### src/rtl/fence_flush_sequencer_pkg.sv
`default_nettype none
// ============================================================================
// Module   : fence_flush_sequencer_pkg
// Purpose  : Shared types and helpers for the fence / fence.i / sfence.vma
//            maintenance sequencer: sequencer state encoding, the latched
//            request flags and the stage-ordering helper.
// Revision : 1.0 - initial release
// ============================================================================
package fence_flush_sequencer_pkg;

  // Default D$ acknowledge budget, in cycles of flush_dcache_o.
  localparam int unsigned DEFAULT_ACK_TIMEOUT = 1024;

  typedef enum logic [2:0] {
    IDLE   = 3'd0,
    DCACHE = 3'd1,
    ICACHE = 3'd2,
    TLB    = 3'd3,
    PIPE   = 3'd4
  } fence_seq_state_e;

  // Maintenance steps still outstanding for the current sequence.
  typedef struct packed {
    logic need_d;
    logic need_i;
    logic need_t;
  } fence_req_t;

  // First outstanding step in the fixed order D$, I$, TLB; the pipeline
  // flush always closes the sequence.
  function automatic fence_seq_state_e first_stage(input fence_req_t r);
    if (r.need_d)      return DCACHE;
    else if (r.need_i) return ICACHE;
    else if (r.need_t) return TLB;
    else               return PIPE;
  endfunction

endpackage
`default_nettype wire

### src/rtl/fence_flush_sequencer.sv
`default_nettype none
// ============================================================================
// Module   : fence_flush_sequencer
// Purpose  : Turns one-cycle commit requests for fence, fence.i and
//            sfence.vma into an ordered maintenance sequence:
//            D$ flush (held until ack or timeout) -> I$ flush -> TLB flush
//            -> pipeline flush with fetch redirect to pc+4. Commit is halted
//            for the whole sequence so requests cannot overlap.
// Revision : 1.0 - initial release
// ----------------------------------------------------------------------------
// Ports
//   clk_i              in   clock
//   rst_ni             in   asynchronous reset, active low
//   fence_i            in   commit fence pulse (D$ flush)
//   fence_i_i          in   commit fence.i pulse (D$ + I$ flush)
//   sfence_vma_i       in   commit sfence.vma pulse (TLB flush)
//   pc_i               in   PC of the committing instruction
//   vaddr_i            in   sfence.vma rs1 value
//   asid_i             in   sfence.vma rs2 value
//   flush_dcache_o     out  D$ flush request, level until ack/timeout
//   flush_dcache_ack_i in   D$ flush done pulse
//   flush_icache_o     out  I$ flush pulse
//   flush_tlb_o        out  TLB flush pulse
//   flush_tlb_vaddr_o  out  latched vaddr, valid with flush_tlb_o
//   flush_tlb_asid_o   out  latched asid, valid with flush_tlb_o
//   flush_pipeline_o   out  pipeline flush pulse
//   set_pc_o           out  fetch redirect, coincident with flush_pipeline_o
//   resume_pc_o        out  latched pc_i + 4, valid with set_pc_o
//   halt_commit_o      out  commit stall while a sequence is in flight
//   timeout_o          out  pulse when the D$ ack never arrived
// ============================================================================
module fence_flush_sequencer
  import fence_flush_sequencer_pkg::*;
#(
  parameter int unsigned VLEN        = 64,
  parameter int unsigned ASID_WIDTH  = 16,
  parameter int unsigned ACK_TIMEOUT = DEFAULT_ACK_TIMEOUT
) (
  input  logic                  clk_i,
  input  logic                  rst_ni,
  input  logic                  fence_i,
  input  logic                  fence_i_i,
  input  logic                  sfence_vma_i,
  input  logic [VLEN-1:0]       pc_i,
  input  logic [VLEN-1:0]       vaddr_i,
  input  logic [ASID_WIDTH-1:0] asid_i,
  output logic                  flush_dcache_o,
  input  logic                  flush_dcache_ack_i,
  output logic                  flush_icache_o,
  output logic                  flush_tlb_o,
  output logic [VLEN-1:0]       flush_tlb_vaddr_o,
  output logic [ASID_WIDTH-1:0] flush_tlb_asid_o,
  output logic                  flush_pipeline_o,
  output logic                  set_pc_o,
  output logic [VLEN-1:0]       resume_pc_o,
  output logic                  halt_commit_o,
  output logic                  timeout_o
);

  localparam int unsigned        CNT_W    = $clog2(ACK_TIMEOUT);
  localparam logic [CNT_W-1:0]   CNT_LAST = CNT_W'(ACK_TIMEOUT - 1);
  localparam logic [VLEN-1:0]    PC_STEP  = VLEN'(4);

  fence_seq_state_e state_q;
  fence_seq_state_e state_d;
  fence_req_t       req_q;
  fence_req_t       req_in;
  fence_req_t       after_d;
  fence_req_t       after_i;
  logic [CNT_W-1:0] ack_cnt_q;
  logic             any_req;
  logic             ack_expired;

  assign req_in      = '{need_d: fence_i | fence_i_i,
                         need_i: fence_i_i,
                         need_t: sfence_vma_i};
  assign any_req     = fence_i | fence_i_i | sfence_vma_i;
  assign ack_expired = (ack_cnt_q == CNT_LAST);

  // Outstanding work once the D$ step (and then the I$ step) is retired.
  always_comb begin
    after_d        = req_q;
    after_d.need_d = 1'b0;
    after_i        = after_d;
    after_i.need_i = 1'b0;
  end

  always_comb begin
    state_d = state_q;
    case (state_q)
      IDLE:    if (any_req) state_d = first_stage(req_in);
      // A timeout is treated exactly like an ack so the core never deadlocks
      // on a lost D$ response.
      DCACHE:  if (flush_dcache_ack_i || ack_expired) state_d = first_stage(after_d);
      ICACHE:  state_d = first_stage(after_i);
      TLB:     state_d = PIPE;
      PIPE:    state_d = IDLE;
      default: state_d = IDLE;
    endcase
  end

  // Every output is registered as a decode of the next state, so each pulse
  // lines up with the cycle the sequencer sits in the matching state and no
  // input reaches an output combinationally.
  always_ff @(posedge clk_i or negedge rst_ni) begin
    if (!rst_ni) begin
      state_q           <= IDLE;
      req_q             <= '0;
      ack_cnt_q         <= '0;
      flush_dcache_o    <= 1'b0;
      flush_icache_o    <= 1'b0;
      flush_tlb_o       <= 1'b0;
      flush_tlb_vaddr_o <= '0;
      flush_tlb_asid_o  <= '0;
      flush_pipeline_o  <= 1'b0;
      set_pc_o          <= 1'b0;
      resume_pc_o       <= '0;
      halt_commit_o     <= 1'b0;
      timeout_o         <= 1'b0;
    end else begin
      state_q          <= state_d;
      flush_dcache_o   <= (state_d == DCACHE);
      flush_icache_o   <= (state_d == ICACHE);
      flush_tlb_o      <= (state_d == TLB);
      flush_pipeline_o <= (state_d == PIPE);
      set_pc_o         <= (state_d == PIPE);
      halt_commit_o    <= (state_d != IDLE);
      // An ack in the last budgeted cycle still counts as a normal ack.
      timeout_o        <= (state_q == DCACHE) && ack_expired && !flush_dcache_ack_i;

      // Counts cycles spent waiting in DCACHE; 0 on the first such cycle.
      if ((state_q == DCACHE) && (state_d == DCACHE)) begin
        ack_cnt_q <= ack_cnt_q + CNT_W'(1);
      end else begin
        ack_cnt_q <= '0;
      end

      if ((state_q == IDLE) && any_req) begin
        req_q             <= req_in;
        resume_pc_o       <= pc_i + PC_STEP;  // carry out is dropped on purpose
        flush_tlb_vaddr_o <= vaddr_i;
        flush_tlb_asid_o  <= asid_i;
      end
    end
  end

endmodule
`default_nettype wire

### config.mk
export PLATFORM = sky130hd
export DESIGN_NAME = fence_flush_sequencer
export DESIGN_NICKNAME = d
export VERILOG_FILES = /design/src/rtl/fence_flush_sequencer_pkg.sv /design/src/rtl/fence_flush_sequencer.sv
export SDC_FILE = /design/constraint.sdc
export NUM_CORES = 1
export LEC_CHECK = 0
export BUFFER_PORTS_ARGS = -buffer_cell sky130_fd_sc_hd__buf_2
export CORE_MARGIN = 3
export CORE_UTILIZATION = 30
export CTS_CLUSTER_DIAMETER = 50
export DETAILED_ROUTE_END_ITERATION = 8
export GPL_TIMING_DRIVEN = 0
export PLACE_DENSITY = 0.55
export SLEW_MARGIN = 40
export SYNTH_ARGS = -nofsm -noshare
export SYNTH_HDL_FRONTEND = slang
export SYNTH_SLANG_ARGS = --single-unit
export TNS_END_PERCENT = 20
### constraint.sdc
create_clock -name clk_i -period 2.1 [get_ports clk_i]
set_clock_uncertainty 0.15 [all_clocks]
set_input_delay 0.21 -clock clk_i [delete_from_list [all_inputs] [get_ports clk_i]]
set_output_delay 0.21 -clock clk_i [all_outputs]
set_load 0.005 [all_outputs]
==> flow_metrics.py <==
metrics = {
    "run_status": {
        "outcome": "finished, final reports clean",
    },
    "routing": {
        "drcViolationCount": 0,
        "drt.antenna.violating_nets": 0,
        "avgRoutedWirePerCell_um": 16.2,
        "via_per_inst": 4.68,
        "detailedRoute.firstIterationViolations": 391,
        "vias": 7681,
        "sum_of_routed_wire_length_over_all_layers_um": 26500,
        "first_pass_iters": 4,
    },
    "critical_path": {
        "worst_ep_required_time_ns": 2.25,
        "timing_worst_setup_path_type": "reg -> reg",
        "launching_element_type_of_the_critical_path": "flop",
        "r2r_slack_ns": 0.05,
        "cp.arrival_ns": 2.20,
        "reg2regPathDepth": 7,
        "worst_setup_path_end_kind": "flop",
        "cp_max_fo": 10,
    },
    "power_and_ir_drop": {
        "total_power_mw": 14.9,
        "worst_ir_drop_vdd_v": 0.000688,
        "power_density_nw_per_um2": 1280,
        "power_leakage_nw": 5.78,
    },
    "timing": {
        "grt_setup_unrepaired": "yes",
        "timing.max_slew.rel_slack": 0.575,
        "worst_slew_pin_slew_ns": 0.638,
        "post-route-period-util": 0.975,
        "report.final.setup_viol": 0,
        "hold_viol_final": 0,
        "maxClockFrequency_mhz": 489,
        "drv_slew": 0,
        "final.min_clock_period_ns": 2.05,
    },
    "cells_and_area": {
        "layout-drive-gt1-share": 0.295,
        "nFillCells": 2421,
        "fin_nets": 1455,
        "area_growth_pct": 53.6,
        "layout.cells.non_filler": 1641,
    },
    "floorplan": {
        "die-width_um": 165,
        "fp-row-count": 57,
        "coreArea_um2": 24600,
        "die_y_um": 165,
        "io_pins": 301,
        "die_area_um2": 27200,
        "floorplan.initialDensity": 0.308,
    },
    "global_routing": {
        "grt_start_max_net_pins": 69,
        "antenna_found_initial": 3,
        "overflow": 0,
        "grt_use_total": 0.190,
        "grt_pass1_wl_um": 40800,
        "first_global_vias": 7632,
    },
    "clocking": {
        "cts-root-to-sink-buffers": 2,
        "clk_latency_ns": 0.42,
        "cts.sinks": 165,
        "cts_tree": "yes",
        "cts_inserted_buffers": 17,
        "clk_pin_slew_worst_paths_ns": 0.07,
        "clock-root-buffer": "sky130_fd_sc_hd__clkbuf_16",
        "cts.htree.levels": 4,
    },
    "place": {
        "placed_cells_incl_taps": 1464,
        "gp_congestion": 0.786,
        "io_buffers": 299,
        "place.detailed.hpwl_um": 18500,
    },
    "synth": {
        "post_synth_inst_count": 839,
        "synth.ff_latch_count": 165,
        "post_synth_design_cell_area_um2": 7590,
        "sequential_area_share_after_synthesis": 0.544,
        "synth_nets": 991,
        "synth-edff-count": 0,
        "number_of_warning_messages_in_the_yosys_log": 0,
        "syn_area_per_cell_um2": 9.05,
        "synth.distinct_cells": 51,
        "synth_top_flop_cell": "sky130_fd_sc_hd__dfrtp_1",
        "synthArstFlopShare": 1.00,
    },
    "min_path": {
        "worst_hold_path.num_cells": 3,
        "worstHoldPathType": "in -> reg",
    },
    "job": {
        "cap_viol_max_count": 0,
    },
}
## critical path, cell delays in order, from the launching register on
cell	delay, ns
sky130_fd_sc_hd__dfrtp_1	0.48
sky130_fd_sc_hd__nor3_4	0.29
sky130_fd_sc_hd__o31ai_4	0.17
sky130_fd_sc_hd__clkbuf_8	0.21
sky130_fd_sc_hd__clkbuf_4	0.23
sky130_fd_sc_hd__buf_2	0.23
sky130_fd_sc_hd__nand2_1	0.09
sky130_fd_sc_hd__nand2_1	0.06
## per-layer routing
metal | global-route usage | wire (um) | share of wire | vias up
met5 | 0 | 20 | 0.00075 | -
met4 | 0.0560 | 693 | 0.026 | 4
met3 | 0.0584 | 1930 | 0.073 | 37
met2 | 0.313 | 12600 | 0.48 | 228
met1 | 0.239 | 11300 | 0.42 | 3658
li1 | - | - | - | 3754
## layout by cell type, fill, tap and decap left out, drive strengths merged, types with 2 or more instances in the layout
| master | instances |
|---|---|
| or4 | 7 |
| and2 | 3 |
| clkbuf | 46 |
| inv | 13 |
| nor3 | 5 |
| mux2i | 3 |
| dlygate4sd3 | 136 |
| and3 | 12 |
| a31o | 2 |
| and4 | 9 |
| nor4 | 9 |
| xor2 | 35 |
| nor4b | 2 |
| clkinvlp | 4 |
| nand2 | 314 |
| o31ai | 6 |
| o22ai | 2 |
| or3 | 11 |
| a21oi | 3 |
| nand4 | 23 |
| dfrtp | 165 |
| xnor2 | 14 |
| nand2b | 3 |
| a22o | 2 |
| nand3 | 40 |
| clkinv | 4 |
| o21ai | 53 |
| nor2 | 38 |
| o311ai | 2 |
| buf | 318 |
| ha | 2 |
| a31oi | 16 |
## where the power goes
part	internal [mW]	switching, mW	leakage (nW)
sequential	4.71	0.826	2.03
clock	1.68	1.39	0.267
combinational	2.61	3.68	3.49
## logic make-up after synthesis
kind of cell               count (synthesis)  synth area share
and+or+nand+nor                          482             0.297
muxes                                      3           0.00396
AOI/OAI and AO/OA                         93            0.0724
buffers and inverters                     45            0.0231
DFF                                      165             0.544
xor gates and xnor gates                  49            0.0565
adders and majority gates                  2           0.00330
## sequential cells by signal, indices dropped and copies added (netlist names)
signal	cells
ack_cnt_q	10
after_d	2
flush_dcache_o	1
flush_icache_o	1
flush_tlb_asid_o	16
flush_tlb_o	1
flush_tlb_vaddr_o	64
halt_commit_o	1
resume_pc_o	64
set_pc_o	1
state_q	3
timeout_o	1
## per-stage QoR
stage          utilization  hold slack (ns)  area, um^2  TNS (ns)  setup WS, ns
3_3_place_gp         0.386            0.250        9490   -480.64         -2.18
4_1_cts              0.470          0.00232       11600   -0.0493       -0.0341
2_1_floorplan            -           -0.236        7590         0        0.0466
5_1_grt              0.474           0.0228       11700     -2.93       -0.0778
3_5_place_dp         0.389           0.0312        9570    -87.31        -0.957
6_report             0.474           0.0148       11700         0        0.0534
## final timing paths
| path | startpoint | endpoint |
|---|---|---|
| min reg2reg | flush_tlb_vaddr_o[36] | flush_tlb_vaddr_o[36] |
| max | state_q[1] | flush_tlb_vaddr_o[11] |
| max reg2reg | state_q[1] | flush_tlb_vaddr_o[11] |
| max in group asynchronous | rst_ni | flush_tlb_vaddr_o[50] |
| min in group asynchronous | rst_ni | ack_cnt_q[7] |
| min | pc_i[23] | resume_pc_o[23] |
## Yosys cell counts, types with 4 or more instances
cell | n | area share
sky130_fd_sc_hd__nand3_1 | 37 | 0.024
sky130_fd_sc_hd__nor4_4 | 4 | 0.011
sky130_fd_sc_hd__or4_1 | 5 | 0.0049
sky130_fd_sc_hd__xor2_1 | 35 | 0.040
sky130_fd_sc_hd__o21ai_0 | 51 | 0.034
sky130_fd_sc_hd__nor4_1 | 5 | 0.0041
sky130_fd_sc_hd__xnor2_1 | 14 | 0.016
sky130_fd_sc_hd__dfrtp_1 | 165 | 0.54
sky130_fd_sc_hd__a31oi_1 | 16 | 0.013
sky130_fd_sc_hd__nand4_1 | 19 | 0.016
sky130_fd_sc_hd__o31ai_1 | 6 | 0.0059
sky130_fd_sc_hd__buf_1 | 6 | 0.0030
sky130_fd_sc_hd__clkbuf_1 | 27 | 0.013
sky130_fd_sc_hd__and3_1 | 12 | 0.0099
sky130_fd_sc_hd__or3_1 | 11 | 0.0091
sky130_fd_sc_hd__nor2_1 | 38 | 0.019
sky130_fd_sc_hd__nor3_1 | 4 | 0.0026
sky130_fd_sc_hd__inv_1 | 9 | 0.0045
sky130_fd_sc_hd__and4_1 | 9 | 0.010
sky130_fd_sc_hd__nand2_1 | 314 | 0.16
## layout make-up
cell class,instances,area [um^2],share of cell area
clock buffers,19,443,0.0380
clock inverters,13,123,0.0105
plain buffers,36,186,0.0160
well taps,324,405,0.0348
flip-flops and latches,165,4130,0.354
inverters,9,33.8,0.00290
diodes,1,2.50,0.000215
multi-input cells,629,3350,0.287
repair buffers,445,2980,0.256
## repair_timing
item / 4_1_cts / 5_1_grt
cloned: 0 / 0
setup endpoints to repair: 148 / 96
pin swaps: 3 / 3
hold buffers: 136 / 0
resized for setup: 29 / 9
endpoints found under the hold margin: 233 / 0
setup buffers: 2 / 6
(Power assumes the default switching activity.)
